[src/rtl/eta_bit_pack.sv]
// Packs signed eta-bounded coefficients into a byte stream (FIPS 204 BitPack, LSB-first).
// Optional macro ETA4_EN adds the eta_sel port (0: eta=2, W=3; 1: eta=4, W=4).
module eta_bit_pack (
  input  logic       clk,
  input  logic       rst_n,
`ifdef ETA4_EN
  input  logic       eta_sel,
`endif
  input  logic       in_valid,
  output logic       in_ready,
  input  logic [3:0] in_coeff,
  output logic       out_valid,
  input  logic       out_ready,
  output logic [7:0] out_byte,
  output logic       out_last,
  output logic       coeff_err
);

  localparam int unsigned ACC_W  = 16;
  localparam int unsigned FILL_W = 5;
  localparam int unsigned CCNT_W = 8;
  localparam int unsigned BCNT_W = 7;

  logic [2:0]        w;
  logic [3:0]        eta;
  logic [BCNT_W-1:0] last_idx;

`ifdef ETA4_EN
  assign w        = eta_sel ? 3'd4 : 3'd3;
  assign eta      = eta_sel ? 4'd4 : 4'd2;
  assign last_idx = eta_sel ? BCNT_W'(127) : BCNT_W'(95);
`else
  assign w        = 3'd3;
  assign eta      = 4'd2;
  assign last_idx = BCNT_W'(95);
`endif

  logic [ACC_W-1:0]  acc, acc_base, acc_nxt;
  logic [FILL_W-1:0] fill, fill_base, fill_nxt;
  logic [CCNT_W-1:0] coeff_cnt;
  logic [BCNT_W-1:0] byte_cnt;
  logic signed [4:0] coeff_s, eta_s;
  logic [3:0]        v_raw, v_field;
  logic              accept, xfer, out_of_range;

  // Field value eta - c; only the low W bits are packed, so 4-bit wraparound is sufficient.
  assign v_raw        = eta - in_coeff;
  assign v_field      = (w == 3'd4) ? v_raw : {1'b0, v_raw[2:0]};
  assign coeff_s      = {in_coeff[3], in_coeff};
  assign eta_s        = signed'({1'b0, eta});
  assign out_of_range = (coeff_s > eta_s) || (coeff_s < -eta_s);

  assign in_ready = (fill <= (FILL_W'(ACC_W) - FILL_W'(w)));
  assign accept   = in_valid & in_ready;
  assign xfer     = (fill >= FILL_W'(8)) && (!out_valid || out_ready);

  // Drain a byte first, then land the new field above whatever bits remain.
  always_comb begin
    acc_base  = acc;
    fill_base = fill;
    if (xfer) begin
      acc_base  = acc >> 8;
      fill_base = fill - FILL_W'(8);
    end
    acc_nxt  = acc_base;
    fill_nxt = fill_base;
    if (accept) begin
      acc_nxt  = acc_base | (ACC_W'(v_field) << fill_base);
      fill_nxt = fill_base + FILL_W'(w);
    end
  end

  always_ff @(posedge clk or negedge rst_n) begin
    if (!rst_n) begin
      acc       <= '0;
      fill      <= '0;
      coeff_cnt <= '0;
      byte_cnt  <= '0;
      out_valid <= 1'b0;
      out_byte  <= '0;
      out_last  <= 1'b0;
      coeff_err <= 1'b0;
    end else begin
      acc  <= acc_nxt;
      fill <= fill_nxt;
      if (accept) begin
        coeff_cnt <= coeff_cnt + CCNT_W'(1);
        if (out_of_range) coeff_err <= 1'b1;
      end
      if (xfer) begin
        out_valid <= 1'b1;
        out_byte  <= acc[7:0];
        out_last  <= (byte_cnt == last_idx);
        byte_cnt  <= (byte_cnt == last_idx) ? '0 : byte_cnt + BCNT_W'(1);
      end else if (out_ready) begin
        out_valid <= 1'b0;
      end
    end
  end

endmodule

[config.mk]
export PLATFORM = sky130hd
export DESIGN_NAME = eta_bit_pack
export DESIGN_NICKNAME = d
export VERILOG_FILES = /design/src/rtl/eta_bit_pack.sv
export SDC_FILE = /design/constraint.sdc
export NUM_CORES = 1
export LEC_CHECK = 0
export ABC_AREA = 1
export CORE_UTILIZATION = 57
export CTS_CLUSTER_SIZE = 24
export DETAILED_ROUTE_END_ITERATION = 16
export GPL_TIMING_DRIVEN = 1
export PLACE_DENSITY = 0.91
export SYNTH_ARGS = -nofsm -noshare
export SYNTH_HDL_FRONTEND = slang
export SYNTH_SLANG_ARGS = --single-unit
[constraint.sdc]
create_clock -name clk -period 1.92 [get_ports clk]
set_input_delay 0.288 -clock clk [delete_from_list [all_inputs] [get_ports clk]]
set_output_delay 0.288 -clock clk [all_outputs]
set_load 0.02 [all_outputs]
Word level (Yosys, flattened, before mapping)

Index checks and enable logic that the tools add are counted.

Bits of input ports: 8
Register bits: 39

Mux-type cells: 7
$add $sub $neg: 4
Bitwise logic cells: 2
Eq/ne operators: 1
Reduce and logical (&&, ||, !) cells: 6
Shift operators: 1
Magnitude comparators: 4

Operators with widths:

| cell                                                                                 | number |
|---|---|
| 16-bit 2-to-1 mux                                                                    | 2 |
| 16-bit bitwise OR                                                                    | 1 |
| 3-bit by 5-bit << shifter with 16-bit output                                         | 1 |
| 5-bit 2-to-1 mux                                                                     | 2 |
| 7-bit by 1-bit adder with 7-bit output (second input constant)                       | 1 |
| 7-bit == test (second input constant)                                                | 1 |
| 7-bit 2-to-1 mux                                                                     | 1 |
| 5-bit by 2-bit adder with 5-bit output (second input constant)                       | 1 |
| 5-bit by 4-bit greater-or-equal comparator with 1-bit output (second input constant) | 1 |
| 5-bit by 4-bit <= comparator with 1-bit output (second input constant)               | 1 |
| 5-bit by 4-bit subtractor with 5-bit output (second input constant)                  | 1 |
| 4-bit by 3-bit greater-than comparator with 1-bit output (second input constant)     | 1 |
| 4-bit by 2-bit < comparator with 1-bit output (second input constant)                | 1 |
| 2-bit by 3-bit subtractor with 3-bit output (first input constant)                   | 1 |
| 1-bit logical OR                                                                     | 2 |
| 1-bit 2-to-1 mux                                                                     | 2 |
| 2-bit AND reduction                                                                  | 1 |
| 2-bit nonzero test                                                                   | 1 |
| 1-bit bitwise AND                                                                    | 1 |
| 1-bit logical AND                                                                    | 1 |
| 1-bit zero test                                                                      | 1 |

Depth between registers and ports, before layout

Depth in word-level cells: 7
Mapped depth: 15
Gate-level depth less buffers: 13

Worst setup path before layout

Ideal clock, no wire load.

Kind: register to register
Start point: register fill[0]
End point: register fill[3]
Required time: 1802 ps
Buffers on the path: 2
Arrival: 1606 ps
Setup slack: 196 ps
Stages on the path, launching flop included: 14
Setup time: 118 ps
Cell sequence: dfrtp_1 buf_2 inv_1 ha_1 nand2_1 inv_1 nand2_1 nand2_4 nand2_4 buf_6 nand2_1 nand2_2 xor2_1 inv_1

Longest elaborated chain between the ends: 5
Elaborated cells on any way between the ends: 8
Those cells by class: add/sub (2); order compare (2); mux (2); bitwise (1); reduce/logical (1)

RTL lines:

| item                                                         | line | source |
|---|---|---|
| start, declared                                              | 39   | `logic [FILL_W-1:0] fill, fill_base, fill_nxt;` |
| start signal, assigned                                       | 85   | `fill <= fill_nxt;` |
| 5-bit by 4-bit greater-or-equal comparator with 1-bit output | 55   | `assign xfer = (fill >= FILL_W'(8)) && (!out_valid \|\| out_ready);` |
| 1-bit logical AND                                            | 55   |  |
| 5-bit 2-to-1 mux                                             | 61   | `if (xfer) begin` |
| 5-bit by 2-bit adder with 5-bit output                       | 69   | `fill_nxt = fill_base + FILL_W'(w);` |
| 5-bit 2-to-1 mux *                                           | 67   | `if (accept) begin` |
| via fill_nxt[3]                                              | 39   |  |

Mark *: on every way through the listed nets, which the timed path passes. The rest lies on a longest branch.
A chain may end at the register's enable or synchronous reset.

Worst setup path in the final report

Start point: input port in_coeff[0]
End point: register acc[3]

Longest elaborated chain between the ends: 4

RTL lines:

| item                                         | line | source |
|---|---|---|
| start, declared                              | 11   | `input logic [3:0] in_coeff,` |
| 2-bit by 3-bit subtractor with 3-bit output  | 47   | `assign v_raw = eta - in_coeff;` |
| 3-bit by 5-bit << shifter with 16-bit output | 68   | `acc_nxt = acc_base \| (ACC_W'(v_field) << fill_base);` |
| 16-bit bitwise OR                            | 68   |  |
| 16-bit 2-to-1 mux                            | 67   |  |
| via acc_nxt[3]                               | 38   | `logic [ACC_W-1:0] acc, acc_base, acc_nxt;` |
| end signal, assigned                         | 84   | `acc <= acc_nxt;` |
| end, declared                                | 38   |  |

The timed path passes the listed nets, and every way through them passes these cells.

==> out/results.md <==
| Metric | Value |
|---|---|
| Cell area power density | 1710 mW/mm² |
| Switching power total | 1.94 mW |
| Initial Utilization | 61.7% |
| CP cell instances | clkdlybuf4s50_1 > inv_1 > ha_1 > inv_1 > o21ai_0 > nand2_1 > a21oi_1 > nand3_1 > nand2_1 |
| Sequential cell area fraction in the yosys report | 45.6% |
| Cell Area, Synth | 0.00214 mm² |
| Worst reg-to-reg path cell count | 12 |
| Register share of total power | 32.0% |
| Routed via count divided by cell count | 5.19 |
| Area contributors post-synth | dfrtp_1 46%, nand2_1 14%, nand3_1 7.5%, inv_1 5.8%, o21ai_0 5.6% |
| Power share of the clock group | 12.9% |
| Port Buf Inserts | 19 |
| Routed Antenna Nets | 0 |
| Multi-input gate area in the final layout | 966 µm² |
| Clock Path Buffers | 2 |
| Portion of synthesized cell area occupied by the leading cell type | 45.6% |
| Crit path max-delay cell type | clkdlybuf4s50_1 |
| Leakage Power | 1.30 nW |
| Post-layout net count | 315 |
| Number of top-level pins | 20 |
| Height of the chip | 63.3 µm |
| Max-slew violation count | 0 |
| Register Area | 976 µm² |
| Critical Path Source Type | input pin |
| Status | completed |
| Synthesized area divided by synthesized cell count | 7.96 µm² |
| Die outline area | 0.00400 mm² |
| Post-detailed-placement half-perimeter wirelength | 2.87 mm |
| CP required | 2.15 ns |
| Global-route wire length before repair | 7.36 mm |
| Number of hold buffers added after CTS | 0 |
| Share of post-route cells with drive strength above 1 | 11.7% |
| Grt total ovfl | 0 |
| Most frequent cell after synthesis | nand2_1 |
| Synth warnings | 0 |
| Number of antenna violations at the first check in global routing | 0 |
| CTS root buf | clkbuf_8 |
| Nets in the synthesized netlist | 285 |
| Setup slack of the worst register-to-register path | 0.19 ns |
| Clock sinks | 39 |
| Worst Tran Pin Value | 0.493 ns |
| DR pass1 iterations | 5 |
| Post-Place Setup Slack | -0.0727 ns |
| Crit Reg-Reg Endpoint | acc[8] |
| Worst setup path class | input pin to register |
| Vias post-DR | 1791 |
| Violation count after the first detailed-route iteration | 118 |
| Fin crit share | 92.5% |
| Max_cap viols | 0 |
| Internal power of the cells | 2.34 mW |
| Post-detailed-placement cell area | 0.00241 mm² |
| Later-pin clock latency in the skew report | 0.29 ns |
| Ys flop type | dfrtp_1 |
| Delay of the slowest cell on the worst path | 0.47 ns |
| Number of distinct library cell variants in the gate-level netlist after synthesis | 24 |
| Critical path fanouts, max | 3 |
| Worst clock skew on the final layout | 0.00244 ns |
| Mapped Cells | 269 |
| Number of enable flip-flop cells after synthesis | 0 |
| Layout overhead on the synthesized area | 16.9% |
| Antenna cell count | 0 |
| Fillers | 272 |
| Die extent in x | 63.3 µm |
| Launch instance of the worst register-to-register path | fill[0] |
| Total Routing Usage GR | 23.9% |
| Class of the tightest hold or removal check | input pin to async pin |
| Clock slew seen by the registers of the worst setup and hold paths | 0.07 ns |
| Number of buffers created by CTS | 5 |
| Shortest period the worst path allows | 1.78 ns |
| Final-report setup violation count | 0 |
| Hold violation count in the final report | 0 |
| Vias in the first global route | 1690 |
| Crit end category | register |
| Slew HR | 67.2% |
| Maximum ir drop on the vdd rail | 0.843 mV |
| Maximum number of pins on one net before global-route repair | 40 |
| DR WL/cell | 11.8 µm |
| Leading post-synthesis cells by instance count | 80 x nand2_1, 39 x dfrtp_1, 33 x inv_1 |
| Residual DRC | 0 |
| Total length of routed wires | 4.06 mm |
| Share of power burned in combinational logic | 55.1% |
| Setup slack of the critical path after layout | 0.144 ns |
| Highest clock rate | 0.563 GHz |
| Summed area of non-filler cells in the final layout | 0.00250 mm² |
| #FFs+latches synth | 39 |
| Core area | 0.00347 mm² |
| Clock tree from TritonCTS | yes |
| Fraction of registers with async set or reset after synthesis | 100% |
| Top cell type by total area after synthesis | dfrtp_1 |
| CTS H-tree lvls | 2 |
| GPL Wtd Cong | 0.870 |
| Share of total power consumed by net switching | 45.4% |
| Unrepaired setup endpoints after global routing | false |
| Worst path arrival time | 2.00 ns |
| Placement Rows | 21 |
==> cells by family after synthesis <==
kind of cell / Yosys count / synth area share (%)
AO/OA/AOI/OAI: 31 / 7.42
AND/OR/NAND/NOR: 139 / 29.6
adder cells (fa/ha/maj): 8 / 4.68
flip-flops: 39 / 45.6
XOR/XNOR: 8 / 3.27
buffers and inverters: 44 / 9.41
==> worst max-delay path: cells and delay by family <==
family | cells | cell delay (ns)
fa+ha+maj | 1 | 0.29
simple gates | 3 | 0.31
compound gates | 2 | 0.54
buf+inv | 3 | 0.57
==> stage by stage <==
| stage | setup TNS, ns | cells | hold slack (ns) | power (mW) | utilization [%] |
|---|---|---|---|---|---|
| 4_1_cts | 0 | 344 | 0.0568 | 4.25 | 71.9 |
| 5_1_grt | 0 | 345 | 0.0680 | 4.67 | 72.2 |
| 6_report | 0 | 345 | 0.0377 | 4.28 | 72.2 |
| 3_5_place_dp | -0.202 | 337 | 0.370 | 3.68 | 69.4 |
| 3_3_place_gp | -0.0119 | 337 | 0.369 | 3.58 | 69.4 |
| 2_1_floorplan | 0 | 269 | -0.00759 | 3.07 | - |
==> timing repair <==
item	in CTS	in global routing
endpoints found under the setup margin	1	12
resized for setup	1	4
buffers inserted	0	1
==> worst max-delay path by stage <==
stage	slack [ns]	to	from	cells past startpoint
3_3_place_gp	-0.007	acc[3]	in_coeff[0]	9
2_1_floorplan	0.20	fill[3]	fill[0]	13
3_5_place_dp	-0.07	acc[3]	in_coeff[0]	9
5_1_grt	0.006	byte_cnt[3]	fill[0]	12
6_report	0.14	acc[3]	in_coeff[0]	9
4_1_cts	0.05	in_ready	fill[4]	8
==> metal layers <==
layer / track usage (%) / vias up / share of wire [%]
met1: 29.7 / 827 / 46
met4: 10.2 / 0 / 1.5
met2: 39.0 / 41 / 48
met3: 6.52 / 8 / 4.0
met5: 0 / - / 0
li1: - / 915 / -
==> power by group through the flow <==
stage	Clock, mW	Combinational [mW]	Sequential [mW]
finish	0.551	2.36	1.37
CTS	0.560	2.32	1.37
detailed placement	0	2.30	1.38
floorplan	0	1.63	1.44
global placement	0	2.21	1.37
global route	0.606	2.65	1.42
==> cell type report <==
cell class / count / area share, %
clock inverters: 1 / 0.200
well taps: 46 / 2.30
multi-input cells: 186 / 38.6
inverters: 34 / 5.10
clock buffers: 6 / 3.30
repair buffers: 33 / 11.5
flip-flops and latches: 39 / 39.0
==> sequential cells by signal, summed over array words and instances, names as in the netlist <==
signal,cells
acc,16
byte_cnt,7
coeff_err,1
fill,5
out_byte,8
out_last,1
out_valid,1
==> layout by cell type, fill, tap and decap left out, drive strengths merged, types with 8 or more instances in the layout <==
| cell | n |
|---|---|
| dfrtp | 39 |
| nor2 | 14 |
| nand2 | 84 |
| nand3 | 33 |
| clkdlybuf4s50 | 17 |
| buf | 15 |
| inv | 34 |
| ha | 8 |
| o21ai | 27 |
(Power assumes the default switching activity.)
